`src/rtl/timer_entry_if.sv`:
```
// rtl/timer_entry_if.sv - keypad, chain-status and load-control signals of the timer entry stage
interface timer_entry_if;
    logic       key_valid;
    logic [3:0] key;
    logic       tick;
    logic       done;
    logic       door_open;
    logic [3:0] data_s0;
    logic [3:0] data_s1;
    logic [3:0] data_m0;
    logic [3:0] data_m1;
    logic       loadn;
    logic       en;
    logic       running;
    logic       entry_err;

    modport master (
        output key_valid, key, tick, done, door_open,
        input  data_s0, data_s1, data_m0, data_m1, loadn, en, running, entry_err
    );

    modport slave (
        input  key_valid, key, tick, done, door_open,
        output data_s0, data_s1, data_m0, data_m1, loadn, en, running, entry_err
    );
endinterface

```
`src/rtl/timer_entry.sv`:
```
// rtl/timer_entry.sv - MM:SS keypad entry buffer and load/enable control for the timer counter chain
module timer_entry #(
    parameter logic [3:0] KEY_START  = 4'hA,
    parameter logic [3:0] KEY_CLEAR  = 4'hB,
    parameter logic [3:0] QUICK_SEC1 = 4'd3
) (
    input  logic          clk,
    input  logic          clr,
    timer_entry_if.slave  bus
);

    typedef enum logic [2:0] {IDLE, ENTRY, LOAD, RUN, PAUSE} state_t;

    state_t     state;
    logic [3:0] s0, s1, m0, m1;
    logic [2:0] cnt;
    logic       loadn_r;
    logic       load_en_r;
    logic       run_r;
    logic       running_r;
    logic       err_r;

    logic is_digit, is_start, is_clear, entry_ok;

    assign is_digit = bus.key_valid && (bus.key <= 4'd9);
    assign is_start = bus.key_valid && (bus.key == KEY_START) && !bus.door_open;
    assign is_clear = bus.key_valid && (bus.key == KEY_CLEAR);
    // Seconds-tens must be a legal mod-6 digit and a zero load would never count.
    assign entry_ok = (s1 <= 4'd5) && ({m1, m0, s1, s0} != 16'h0000);

    always_ff @(posedge clk or posedge clr) begin
        if (clr) begin
            state     <= IDLE;
            {m1, m0, s1, s0} <= 16'h0000;
            cnt       <= 3'd0;
            loadn_r   <= 1'b1;
            load_en_r <= 1'b0;
            run_r     <= 1'b0;
            running_r <= 1'b0;
            err_r     <= 1'b0;
        end else begin
            err_r     <= 1'b0;
            loadn_r   <= 1'b1;
            load_en_r <= 1'b0;
            case (state)
                IDLE: begin
                    if (is_digit) begin
                        {m1, m0, s1, s0} <= {m0, s1, s0, bus.key};
                        cnt   <= 3'd1;
                        state <= ENTRY;
                    end else if (is_start) begin
                        {m1, m0, s1, s0} <= {4'd0, 4'd0, QUICK_SEC1, 4'd0};
                        state     <= LOAD;
                        loadn_r   <= 1'b0;
                        load_en_r <= 1'b1;
                        running_r <= 1'b1;
                    end
                end
                ENTRY: begin
                    if (is_digit) begin
                        if (cnt == 3'd4) begin
                            err_r <= 1'b1;
                        end else begin
                            {m1, m0, s1, s0} <= {m0, s1, s0, bus.key};
                            cnt <= cnt + 3'd1;
                        end
                    end else if (is_start) begin
                        if (entry_ok) begin
                            state     <= LOAD;
                            loadn_r   <= 1'b0;
                            load_en_r <= 1'b1;
                            running_r <= 1'b1;
                        end else begin
                            err_r <= 1'b1;
                        end
                    end else if (is_clear) begin
                        {m1, m0, s1, s0} <= 16'h0000;
                        cnt   <= 3'd0;
                        state <= IDLE;
                    end
                end
                LOAD: begin
                    state     <= RUN;
                    run_r     <= 1'b1;
                    running_r <= 1'b1;
                end
                RUN: begin
                    // done outranks door/CLEAR so a finished run never lands in PAUSE.
                    if (bus.done) begin
                        {m1, m0, s1, s0} <= 16'h0000;
                        cnt       <= 3'd0;
                        state     <= IDLE;
                        run_r     <= 1'b0;
                        running_r <= 1'b0;
                    end else if (bus.door_open || is_clear) begin
                        state     <= PAUSE;
                        run_r     <= 1'b0;
                        running_r <= 1'b0;
                    end
                end
                PAUSE: begin
                    if (is_start) begin
                        state     <= RUN;
                        run_r     <= 1'b1;
                        running_r <= 1'b1;
                    end else if (is_clear) begin
                        {m1, m0, s1, s0} <= 16'h0000;
                        cnt   <= 3'd0;
                        state <= IDLE;
                    end
                end
                default: begin
                    state     <= IDLE;
                    run_r     <= 1'b0;
                    running_r <= 1'b0;
                end
            endcase
        end
    end

    // done masks a coincident tick so the mod-6 stage never wraps past 00:00.
    assign bus.en        = load_en_r | (run_r & bus.tick & ~bus.done);
    assign bus.loadn     = loadn_r;
    assign bus.running   = running_r;
    assign bus.entry_err = err_r;
    assign bus.data_s0   = s0;
    assign bus.data_s1   = s1;
    assign bus.data_m0   = m0;
    assign bus.data_m1   = m1;

endmodule

```
`src/flat_wrapper.sv`:
```
// flat-port wrapper written by rule: the top's interface ports become plain ports
module timer_entry_flat 
#(
    parameter logic [3:0] KEY_START  = 4'hA,
    parameter logic [3:0] KEY_CLEAR  = 4'hB,
    parameter logic [3:0] QUICK_SEC1 = 4'd3
)
  (clk, clr, bus_key_valid, bus_key, bus_tick, bus_done, bus_door_open, bus_data_s0, bus_data_s1, bus_data_m0, bus_data_m1, bus_loadn, bus_en, bus_running, bus_entry_err);
  timer_entry_if bus_i ();
  input  logic clk;
  input  logic clr;
  input wire logic [$bits(bus_i.key_valid)-1:0] bus_key_valid;
  input wire logic [$bits(bus_i.key)-1:0] bus_key;
  input wire logic [$bits(bus_i.tick)-1:0] bus_tick;
  input wire logic [$bits(bus_i.done)-1:0] bus_done;
  input wire logic [$bits(bus_i.door_open)-1:0] bus_door_open;
  output wire logic [$bits(bus_i.data_s0)-1:0] bus_data_s0;
  output wire logic [$bits(bus_i.data_s1)-1:0] bus_data_s1;
  output wire logic [$bits(bus_i.data_m0)-1:0] bus_data_m0;
  output wire logic [$bits(bus_i.data_m1)-1:0] bus_data_m1;
  output wire logic [$bits(bus_i.loadn)-1:0] bus_loadn;
  output wire logic [$bits(bus_i.en)-1:0] bus_en;
  output wire logic [$bits(bus_i.running)-1:0] bus_running;
  output wire logic [$bits(bus_i.entry_err)-1:0] bus_entry_err;
  assign bus_i.key_valid = bus_key_valid;
  assign bus_i.key = bus_key;
  assign bus_i.tick = bus_tick;
  assign bus_i.done = bus_done;
  assign bus_i.door_open = bus_door_open;
  assign bus_data_s0 = bus_i.data_s0;
  assign bus_data_s1 = bus_i.data_s1;
  assign bus_data_m0 = bus_i.data_m0;
  assign bus_data_m1 = bus_i.data_m1;
  assign bus_loadn = bus_i.loadn;
  assign bus_en = bus_i.en;
  assign bus_running = bus_i.running;
  assign bus_entry_err = bus_i.entry_err;
  timer_entry #(.KEY_START(KEY_START), .KEY_CLEAR(KEY_CLEAR), .QUICK_SEC1(QUICK_SEC1)) u_core (.clk(clk), .clr(clr), .bus(bus_i));
endmodule
```
`config.mk`:
```
export PLATFORM = sky130hd
export DESIGN_NAME = timer_entry_flat
export DESIGN_NICKNAME = d
export VERILOG_FILES = /design/src/rtl/timer_entry_if.sv /design/src/rtl/timer_entry.sv /design/src/flat_wrapper.sv
export SDC_FILE = /design/constraint.sdc
export NUM_CORES = 1
export LEC_CHECK = 0
export BUFFER_PORTS_ARGS = -buffer_cell sky130_fd_sc_hd__buf_4
export CAP_MARGIN = 15
export CORE_MARGIN = 2
export CORE_UTILIZATION = 50
export DETAILED_ROUTE_END_ITERATION = 8
export PLACE_DENSITY = 0.74
export SKIP_LAST_GASP = 1
export SLEW_MARGIN = 20
export SYNTH_ARGS = -nofsm -noshare
export SYNTH_HDL_FRONTEND = slang
export SYNTH_SLANG_ARGS = --single-unit
export TNS_END_PERCENT = 1
```
`constraint.sdc`:
```
create_clock -name clk -period 2.03 [get_ports clk]
set_input_delay 0.3045 -clock clk [delete_from_list [all_inputs] [get_ports clk]]
set_output_delay 0.3045 -clock clk [all_outputs]
set_load 0.01 [all_outputs]
```
Word level (Yosys, flattened, before mapping)
Index checks and enable logic that the tools add are counted.
Storage, ports and cells
  register bits: 27
  bits of input ports: 10
Operators by class
  add/subtract/negate cells: 1
  order comparisons: 2
  eq/ne operators: 18
  muxes and demuxes: 70
  bitwise gates (word level): 5
  reduce and logical (&&, ||, !) cells: 16
Operator list (count)
  two-way mux 4 bit: 23
  case mux 4 bit (4 select lines): 4
  two-way mux 3 bit: 15
  two-way mux 1 bit: 22
  nonzero test 16 bit: 1
  case mux 3 bit (5 select lines): 1
  case mux 3 bit (4 select lines): 1
  AND reduction 4 bit: 3
  equality test 4 bit, second input constant: 2
  inequality test 2 x 1 -> 1 bit, second input constant: 4
  equality test 3 x 2 -> 1 bit, second input constant: 2
  equality test 3 bit, second input constant: 2
  inequality test 2 bit, second input constant: 3
  inequality test 3 bit, second input constant: 2
  logical AND 1 bit: 5
  case mux 1 bit (5 select lines): 1
  AND reduction 5 bit: 1
  <= comparator 4 x 3 -> 1 bit, second input constant: 1
  <= comparator 4 bit, second input constant: 1
  case mux 1 bit (2 select lines): 2
  case mux 1 bit (4 select lines): 1
  nonzero test 4 bit: 1
  adder 3 x 1 -> 3 bit, second input constant: 1
  equality test 3 x 1 -> 1 bit, second input constant: 1
  other kinds (10): 12

Longest topological paths before layout
Gate-level depths: netlist of the first run.
  word-level depth: 6
  gate-level depth with buffers: 8
  depth with buffers taken out: 7

Worst setup path after synthesis of the first run
OpenSTA, ideal clock, no wires.
  kind: reg-to-reg
  from: register u_core.cnt[0]
  to: register u_core.m0[1], in the netlist u_core.bus.data_m0[1]
  arrival time: 1.595 ns
  data required time: 1.909 ns
  path slack: 0.314 ns
  stages on the path, launching flop included: 9
  clock period less this slack: 1.716 ns
  cells stage by stage: dfrtp_1 -> inv_1 -> ha_1 -> a211oi_1 -> a311o_1 -> a21o_4 -> o211ai_4 -> buf_6 -> a22o_1
Between the ends
  cells in the longest elaborated chain, start to end: 3
RTL lines
  from (decl): RTL line timer_entry.sv:16  | logic [2:0] cnt;
  from (signal assigned): RTL line timer_entry.sv:65  | cnt <= cnt + 3'd1;
  equality test 3 bit: RTL line timer_entry.sv:61  | if (cnt == 3'd4) begin
  inequality test 3 bit (no source line)
  AND reduction 4 bit (no source line)
  to (signal assigned): RTL line timer_entry.sv:48  | {m1, m0, s1, s0} <= {m0, s1, s0, bus.key};
  to (signal assigned): RTL line timer_entry.sv:52  | {m1, m0, s1, s0} <= {4'd0, 4'd0, QUICK_SEC1, 4'd0};
  to (signal assigned): RTL line timer_entry.sv:64  | {m1, m0, s1, s0} <= {m0, s1, s0, bus.key};
  to (decl): RTL line timer_entry.sv:15  | logic [3:0] s0, s1, m0, m1;
Every way passes these cells.
A chain may end at the register's enable or synchronous reset.

Worst setup path in the final report of the first run
  from: register u_core.cnt[1]
  to: register u_core.s1[1], in the netlist u_core.bus.data_s1[1]
Between the ends
  cells in the longest elaborated chain, start to end: 3
RTL lines (RTL line)
  equality test 3 bit: timer_entry.sv:61
  inequality test 3 bit (no source line)
  AND reduction 4 bit (no source line)
  to (signal assigned): timer_entry.sv:48
  to (signal assigned): timer_entry.sv:52
  to (signal assigned): timer_entry.sv:64
  to (decl): timer_entry.sv:15
Every way passes these cells.

==> summary.md, run 1 <==
| Metric | Value |
|---|---|
| DR vias/cell | 6.355 |
| Setup CP Type | flop to flop |
| Minimum clock period | 1910 ps |
| Most common cell after layout, fill and taps aside | buf_4 |
| Clock network power share | 9.3% |
| Max Cap Violations | 0 |
| CP arrival | 2160 ps |
| Gr ovfl total | 0 |
| Outcome | finished, violations left |
| Worst Tran Pin Value | about 520 ps |
| Drt drc | 0 |
| CTS tree | built |
| Area contributors post-synth | dfrtp_1 44%, a22o_1 10%, a21oi_1 3.7% |
| Number of global-route vias before repair | 1233 |
| Final Max Tran Viols | 0 |
| Total CTS buffers | 3 |
| Sw frac | 44.76% |
| Chip height | approximately 58 µm |
| Post-Syn Instances | 141 |
| Sequential power share | between 30% and 40% |
| Post-Route Skew | 3.434 ps |
| Rel. slew slack | about two thirds |
| Yosys warning count | 0 |
| Drt initial violations | 98 |
| Yosys cell types | 48 |
| Effective utilization at floorplan | 53.13% |
| Final antenna-violating net count | 0 |
| GPL Wtd Cong | just over 0.9 |
| I/O Buffers | 29 |
| Crit path to | u_core.bus.data_s1[1] |
| WL final | 3.476 mm |
| Yosys top cell by area | dfrtp_1 |
| HPWL after DPL | ~2.5 mm |
| Crit share post-route | about 94% |
| CP max stage cell | dfrtp_1 |
| Maximum clock insertion buffer count | 2 |
| Post-synthesis sequential area ratio | roughly 46% |
| Rows | 19 |
| H-Tree Depth | 1 |
| Max stage delay on crit path | 410 ps |
| PD cells | 1542 mW/mm² |
| Syn nets | 153 |
| Peak Freq | 0.5236 GHz |
| Crit path depth | 7 |
| Final hold violation count | 3 |
| Initial antenna violation count | 0 |
| Crit path max-delay family | compound AO/OA/AOI/OAI gates |
| R2r endpoint | u_core.bus.data_s1[1] |
| Ratio of cells with drive above 1 in the final layout | 30.23% |
| Worst hold slack | -1.070 ps |
| Flops & latches, synth | 27 |
| Top-area cell type share of the netlist area | 44.03% |
| CTS root buf | clkbuf_4 |
| Int Pwr | roughly 1500 µW |
| Buffers and inverters on the worst path | 1 |
| RSZ-0062 raised after global routing | no |
| Most frequent cells in the layout | 35 x buf_4, 26 x dfrtp_1, 17 x a22o_1, 11 x a21oi_1, 10 x nand2_1 |
| Post-CTS Setup Bufs | 0 |
| Crit. End Element | flop |
| Worst Setup SP | u_core.cnt[1] |
| Combinational share of power | 53.4% |
| Initial DRT Pass Iterations | 5 |
| Width of the die | approximately 58 µm |
| Avg WL per Cell | 17.12 µm |
| Reg2reg path depth | 7 |
| Synth Cell Area | 0.001478 mm² |
| Hold Crit Class | input pin to async pin |
| CP max FO | 16 |
| FF-to-FF Start | u_core.cnt[1] |
| Critical path data required time | 2280 ps |
| CTS Hold Buffers Added | 0 |
| Failing checks | hold timing |
| Clock sink total | 27 |
| Full die area | 0.003406 mm² |
| Largest net degree at the start of global routing | 28 |
| Post_cts resized | 0 |
| Boundary Pins | 30 |
| Clk slew on worst S/H paths | 160 ps |
| Maximum vdd drop | between 0.001 and 0.0015 V |
| Fin nets | 185 |
| Placed Instance Area | 0.001719 mm² |
| Diode count | 0 |
| Register-to-register setup slack | 120 ps |
| Via count | 1290 |
| Core area | 0.002781 mm² |
| Fraction of registers with async set/reset | 100.0% |
| Ys flop type | dfrtp_1 |
| Startpoint Class | flop |
| Clock latency on the worst-skew pair | approximately 340 ps |
| Number of enable flip-flop cells after synthesis | 0 |
| Final instance area | 0.001757 mm² |
| Setup tns final | 0 ps |
| Global-route wire length before repair | 5.602 mm |
| Total net switching power | 1213 µW |
| Cell Chain, Critical Path | inv_1, ha_1, a211oi_1, a311o_1, a21o_4, o211ai_4, a22o_1 |
| Syn Area/Cell | between 10 and 15 µm² |
| GRT Overall Usage | 21.57% |
| Leakage | slightly above 0.0008 µW |
| Syn-to-layout area delta | 18.88% |
| # setup viols final | 0 |
cell families (layout without fill, tap and decap cells):
logic type | after synthesis | in the layout | synth area share (%)
multiplexers | 1 | 1 | 0.6774
AO/OA/AOI/OAI | 51 | 51 | 29.72
buffers and inverters | 13 | 44 | 4.827
adder cells (fa/ha/maj) | 2 | 2 | 1.693
AND/OR/NAND/NOR | 47 | 47 | 17.28
flip-flops | 27 | 27 | 45.81
worst reg2reg max path: stages (launching register included):
cell	delay (ps)
dfrtp_1	410
inv_1	50
ha_1	230
a211oi_1	320
a311o_1	220
a21o_4	140
o211ai_4	180
a22o_1	280
state kept, by name, summed over array words and instances, names as in the netlist:
name / cells
u_core.bus.data_s0: 4
u_core.cnt: 3
u_core.state: 3
u_core.bus.running: 1
u_core.bus.data_m0: 4
u_core.bus.data_m1: 4
u_core.bus.loadn: 1
u_core.bus.entry_err: 1
u_core.run_r: 1
u_core.bus.data_s1: 4
u_core.load_en_r: 1
metrics by stage:
step / total power [µW] / util, % / worst slack, ps / std cells
floorplan: 1989 / - / 314.3 / 141
global placement: 2387 / 61.81 / 245.8 / 198
detailed placement: 2442 / 61.81 / 111.4 / 198
CTS: 2687 / 62.89 / 80.53 / 202
global route: 2891 / 63.16 / 41.42 / 203
finish: 2710 / 63.16 / 120.0 / 203
how the worst min path moves through the flow:
stage	from	to	slack (ps)
floorplan	clr	u_core.bus.data_m0[0]	360
global placement	clr	u_core.cnt[1]	390
detailed placement	clr	u_core.bus.data_m1[0]	390
CTS	clr	u_core.bus.data_m1[0]	10
global route	clr	u_core.cnt[1]	30
finish	clr	u_core.bus.data_m1[0]	-1
synthesized netlist by cell type, types with 2 or more instances:
| library cell | count |
|---|---|
| inv_1 | 5 |
| o21bai_1 | 2 |
| a21oi_1 | 11 |
| or2_2 | 2 |
| nor3_1 | 4 |
| o21ai_2 | 2 |
| o21ai_0 | 2 |
| nand2b_1 | 3 |
| ha_1 | 2 |
| a22o_1 | 17 |
| buf_2 | 3 |
| a31oi_1 | 2 |
| nor4_1 | 3 |
| nand2_1 | 10 |
| clkbuf_1 | 2 |
| nor2_1 | 9 |
| and3_1 | 2 |
| buf_6 | 2 |
| dfrtp_1 | 26 |
| nand3_1 | 4 |
area by class of cell:
class | instances | area (µm²)
clock buffer | 3 | 22.52
clock inverter | 1 | 7.507
fill | 238 | 1025
inverter | 5 | 18.77
multi-input combinational | 101 | 729.5
sequential | 27 | 676.9
tap | 31 | 38.79
timing repair buffer | 35 | 262.8
per-layer routing:
metal	track usage [%]	share of wire, %
met3	3.297	7.5
met5	0	0
met2	34.67	46
met1	30.14	46
met4	6.645	0.49
power by group through the flow:
stage | clock [µW] | sequential (µW) | combinational, µW
floorplan | 0 | 983 | 1010
global placement | 0 | 1010 | 1380
detailed placement | 0 | 1030 | 1420
CTS | 254 | 1010 | 1420
global route | 275 | 1040 | 1580
finish | 252 | 1010 | 1450
(Power assumes the default switching activity.)
==> run 2, diff against run 1 <==
--- a/config.mk
+++ b/config.mk
@@ -5,7 +5,7 @@
 export SDC_FILE = /design/constraint.sdc
 export NUM_CORES = 1
 export LEC_CHECK = 0
-export BUFFER_PORTS_ARGS = -buffer_cell sky130_fd_sc_hd__buf_4
+export BUFFER_PORTS_ARGS = -buffer_cell sky130_fd_sc_hd__buf_2
 export CAP_MARGIN = 15
 export CORE_MARGIN = 2
 export CORE_UTILIZATION = 50
==> run 2 against run 1 <==
The run now ends clean. Largest cell class unchanged. Sequential share of layout area increased by 0.58 points. Critical endpoint is now u_core.bus.data_s1[0]. Clock power increased by 4%. Highest routed layer unchanged. Cell area decreased by 1.5%. Critical path type unchanged.
==> summary.md, run 2 (synthesized netlist as in run 1, its figures left out) <==
| Metric | Value |
|---|---|
| Syn-to-layout area delta | 17.10% |
| Clk slew on worst S/H paths | ~170 ps |
| Final hold violation count | 0 |
| Effective utilization at floorplan | between 50% and 60% |
| Outcome | finished, final reports clean |
| Startpoint Class | flop |
| Ratio of cells with drive above 1 in the final layout | 31.25% |
| Boundary Pins | 30 |
| Full die area | 0.003406 mm² |
| Crit share post-route | 94.53% |
| Worst Hold Path Cells | 2 |
| Initial DRT Pass Iterations | 4 |
| CP max FO | 16 |
| Final Max Tran Viols | 0 |
| Hold Crit Class | input pin to flop |
| Setup CP Type | flop to flop |
| CP arrival | between 2000 and 2500 ps |
| # setup viols final | 0 |
| Gr ovfl total | 0 |
| Core area | 0.002781 mm² |
| CTS tree | built |
| Max Cap Violations | 0 |
| Pre-CTS setup slack | between 150 and 200 ps |
| Maximum clock insertion buffer count | 2 |
| Worst Tran Pin Value | 373.9 ps |
| GRT Overall Usage | 22.52% |
| Critical path data required time | 2290 ps |
| DR vias/cell | 6.188 |
| Fin nets | about 190 |
| Hold Startpoint | bus_key[2] |
| Diode count | 0 |
| Maximum vdd drop | 0.001112 V |
| RSZ-0062 raised after global routing | no |
| I/O Buffers | 29 |
| Leakage | 0.0008397 µW |
| WL final | approximately 3.5 mm |
| Rel. slew slack | 74.98% |
| Clock sink total | 27 |
| Post-Route Skew | 14.25 ps |
| HPWL after DPL | 2.628 mm |
| Most common cell after layout, fill and taps aside | buf_2 |
| FF-to-FF Start | u_core.cnt[0] |
| Width of the die | 58.36 µm |
| Max stage delay on crit path | 450 ps |
| Clock latency on the worst-skew pair | 350 ps |
| Drt drc | 0 |
| Minimum clock period | between 1500 and 2000 ps |
| Worst hold slack | 209.6 ps |
| Peak Freq | 0.5211 GHz |
| Register-to-register setup slack | 110 ps |
| Avg WL per Cell | between 15 and 20 µm |
| H-Tree Depth | 1 |
| Reg2reg path depth | 8 |
| # fillers | 235 |
| Chip height | about 58 µm |
| Via count | about 1300 |
| Hold EP | u_core.bus.data_s0[2] |
| Rows | 19 |
| Largest net degree at the start of global routing | 18 |
| Final antenna-violating net count | 0 |
| PD cells | 1577 mW/mm² |
| Most frequent cells in the layout | 29 x buf_2, 26 x dfrtp_1, 17 x a22o_1, 11 x a21oi_1, 10 x nand2_1 |
| Global-route wire length before repair | roughly 5.8 mm |
| CP max stage cell | dfrtp_1 |
| Total CTS buffers | 3 |
| Initial antenna violation count | 0 |
| Cell Chain, Critical Path | inv_1, ha_1, a211oi_1, a311o_1, a21o_4, o211ai_4, buf_12, a22o_1 |
| Number of global-route vias before repair | 1170 |
| Drt initial violations | 77 |
| CTS root buf | clkbuf_4 |
| R2r endpoint | u_core.bus.data_s1[0] |
| Setup tns final | 0 ps |
| Final worst slack | 111.0 ps |
| Crit. End Element | flop |
| GPL Wtd Cong | 0.9016 |
[run 2: what timing repair did]
item / CTS / global route
endpoints found under the hold margin: 7 / 0
hold buffers: 1 / 0
endpoints found under the setup margin: 0 / 4
setup buffers: 0 / 1
resized for setup: 0 / 0
[run 2: cell type report]
cell class | instances | area [µm²] | area share (%)
clock buffer | 3 | 22.52 | 1.302
clock inverter | 1 | 8.758 | 0.5061
inverter | 5 | 18.77 | 1.085
multi-input combinational | 101 | 729.5 | 42.15
sequential | 27 | 676.9 | 39.12
tap | 31 | 38.79 | 2.242
timing repair buffer | 39 | 235.2 | 13.59
[run 2: worst max-delay path: cells and delay by family, from the launching register on]
family	cells	cell delay (ps)
buffers and inverters	2	230
adder cells (fa/ha/maj)	1	250
flip-flops	1	450
AO/OA/AOI/OAI	5	890
[run 2: power by group]
part	switching (µW)	internal [µW]	leakage, µW
logic	782	683	0.000469
clock network	180	80.7	0.0000183
registers	265	738	0.000352
total	1230	1500	0.000840
[run 2: metrics by stage]
stage	std cells	utilization, %	area, µm²	total power (µW)
4_1_cts	206	61.49	1710	2636
3_5_place_dp	201	60.01	1669	2378
6_report	207	62.21	1730	2729
3_3_place_gp	201	60.01	1669	2311
2_1_floorplan	141	-	1478	1989
5_1_grt	207	62.21	1730	2921
[run 2: worst max-delay path by stage]
stage	cells after the start	start	to	slack, ps
2_1_floorplan	8	u_core.cnt[0]	u_core.bus.data_m0[1]	310
3_5_place_dp	7	u_core.cnt[0]	u_core.bus.data_s1[0]	170
6_report	8	u_core.cnt[0]	u_core.bus.data_s1[0]	110
5_1_grt	8	u_core.cnt[0]	u_core.bus.data_s1[0]	6
3_3_place_gp	5	u_core.state[2]	u_core.bus.data_s1[1]	260
4_1_cts	5	u_core.state[2]	u_core.bus.data_s1[0]	150
[run 2: layer usage]
metal	track usage, %	share of wire, %	vias to the layer above
met5	0	0	-
met4	9.302	1.5	0
met3	2.857	4.6	4
met2	34.35	48	41
met1	32.56	46	631
li1	-	-	605
==> run 3, diff against run 2 <==
--- a/config.mk
+++ b/config.mk
@@ -5,8 +5,7 @@
 export SDC_FILE = /design/constraint.sdc
 export NUM_CORES = 1
 export LEC_CHECK = 0
-export BUFFER_PORTS_ARGS = -buffer_cell sky130_fd_sc_hd__buf_2
-export CAP_MARGIN = 15
+export BUFFER_PORTS_ARGS = -buffer_cell sky130_fd_sc_hd__clkbuf_2
 export CORE_MARGIN = 2
 export CORE_UTILIZATION = 50
 export DETAILED_ROUTE_END_ITERATION = 8
==> run 3 against run 2 <==
Critical endpoint is now u_core.bus.data_m0[0]. Clock skew down 10 ps. Cell count down 0.48%. Non-clock buffer count down 1. Cell area down 1.2%. Global-route usage down 1.2 points. Sequential power about the same. Power down 3.3%. Clock-buffer cell count unchanged. Setup slack better by 26 ps. Largest cell class unchanged. Sequential share of layout area up 0.46 points.
==> summary.md, run 3 (synthesized netlist as in run 1, its figures left out) <==
| Metric | Value |
|---|---|
| Number of global-route vias before repair | 1194 |
| Final antenna-violating net count | 0 |
| Effective utilization at floorplan | 53.13% |
| GRT Overall Usage | about a fifth |
| Diode count | 0 |
| Setup CP Type | flop to flop |
| DR vias/cell | 6.121 |
| Initial antenna violation count | 0 |
| Cell Chain, Critical Path | buf_4, nor2_1, nand2_1, o211ai_4, a22o_1 |
| Rows | 19 |
| Drt drc | 0 |
| CTS root buf | clkbuf_4 |
| Gr ovfl total | 0 |
| Buffers and inverters on the worst path | 1 |
| Via count | 1261 |
| Peak Freq | 0.5284 GHz |
| GPL Wtd Cong | 0.9034 |
| Minimum clock period | 1893 ps |
| Hold Crit Class | input pin to flop |
| Leakage | about 0.0008 µW |
| Setup tns final | 0 ps |
| H-Tree Depth | 1 |
| Chip height | 58.36 µm |
| Final Max Tran Viols | 0 |
| # fillers | 226 |
| Int Pwr | 1429 µW |
| Crit path max-delay family | compound AO/OA/AOI/OAI gates |
| Total net switching power | 1209 µW |
| I/O Buffers | 29 |
| CTS tree | built |
| Maximum vdd drop | 0.001025 V |
| Outcome | finished, final reports clean |
| Clock sink total | 27 |
| Width of the die | 58.36 µm |
| Ratio of cells with drive above 1 in the final layout | 30.86% |
| Post-Route Skew | 3.806 ps |
| # setup viols final | 0 |
| Total CTS buffers | 3 |
| Clock network power share | ~10% |
| PD cells | 1542 mW/mm² |
| Placed Instance Area | 0.001669 mm² |
| Sequential power share | 37.8% |
| Max Cap Violations | 0 |
| Startpoint Class | flop |
| Crit. End Element | flop |
| Largest net degree at the start of global routing | 18 |
| Final instance area | 0.001710 mm² |
| Global-route wire length before repair | roughly 5.5 mm |
| Most frequent cells in the layout | 29 x clkbuf_2, 26 x dfrtp_1, 17 x a22o_1, 11 x a21oi_1, 10 x nand2_1 |
| Clk slew on worst S/H paths | between 150 and 200 ps |
| Sw frac | a little under half |
| Critical path data required time | 2320 ps |
| Fin nets | around 190 |
| Crit share post-route | 93.23% |
| Boundary Pins | 30 |
| CP arrival | 2180 ps |
| Max stage delay on crit path | ~520 ps |
| Maximum clock insertion buffer count | 2 |
| Rel. slew slack | 70.71% |
| Syn-to-layout area delta | 15.75% |
| CP max stage cell | dfrtp_1 |
| HPWL after DPL | 2.599 mm |
| Final hold violation count | 0 |
| Clock latency on the worst-skew pair | between 300 and 400 ps |
| Core area | 0.002781 mm² |
| RSZ-0062 raised after global routing | no |
| Avg WL per Cell | 16.43 µm |
| Worst Tran Pin Value | around 440 ps |
| Most common cell after layout, fill and taps aside | clkbuf_2 |
| Post-CTS Setup Bufs | 0 |
| Initial DRT Pass Iterations | 5 |
| Combinational share of power | 52.4% |
| WL final | 3.384 mm |
| CP max FO | 16 |
| Full die area | 0.003406 mm² |
| Drt initial violations | 70 |
run 3: per-layer routing:
layer | share of wire [%] | track usage (%) | up-vias | routed length (µm)
li1 | - | - | 601 | -
met1 | 48 | 29.90 | 624 | 1616
met2 | 47 | 33.87 | 31 | 1576
met3 | 4.3 | 3.077 | 5 | 144
met4 | 1.4 | 7.641 | 0 | 46
met5 | 0 | 0 | - | 0
run 3: final timing paths:
path                               startpoint                    end  slack [ps]  cells after the start
min in group asynchronous                 clr  u_core.bus.data_m0[1]         420                      3
hold reg to reg            u_core.bus.running     u_core.bus.running         530                      1
setup / recovery              u_core.state[2]  u_core.bus.data_m0[0]         140                      5
max in group asynchronous                 clr       u_core.bus.loadn        1050                      4
setup reg to reg              u_core.state[2]  u_core.bus.data_m0[0]         140                      5
hold / removal                     bus_key[1]  u_core.bus.data_s0[1]         230                      2
run 3: repair_timing:
item | in CTS | in global routing
hold buffers | 1 | 0
resized for setup | 0 | 0
endpoints found under the hold margin | 7 | 0
run 3: layout make-up:
class                      count  area (µm²)  area share [%]
multi-input combinational    101       729.5           42.65
sequential                    27       676.9           39.58
timing repair buffer          38       215.2           12.58
tap                           31       38.79           2.268
clock buffer                   3       22.52           1.317
inverter                       5       18.77           1.097
clock inverter                 1       8.758          0.5121
run 3: per-stage QoR:
| stage | power [µW] | util [%] | worst slack (ps) | hold slack [ps] | std cells |
|---|---|---|---|---|---|
| 6_report | 2638 | 61.49 | 137.3 | 233.6 | 206 |
| 5_1_grt | 2827 | 61.49 | 13.16 | 211.9 | 206 |
| 4_1_cts | 2630 | 61.49 | 165.0 | 220.4 | 206 |
| 3_5_place_dp | 2373 | 60.01 | 184.6 | 256.3 | 201 |
| 3_3_place_gp | 2315 | 60.01 | 261.1 | 243.1 | 201 |
| 2_1_floorplan | 1989 | - | 314.3 | 356.5 | 141 |
run 3: power by group through the flow:
stage	combinational (µW)	clock (µW)	sequential, µW
finish	1380	259	996
global route	1520	285	1020
CTS	1380	264	987
detailed placement	1370	0	1000
global placement	1330	0	990
floorplan	1010	0	983
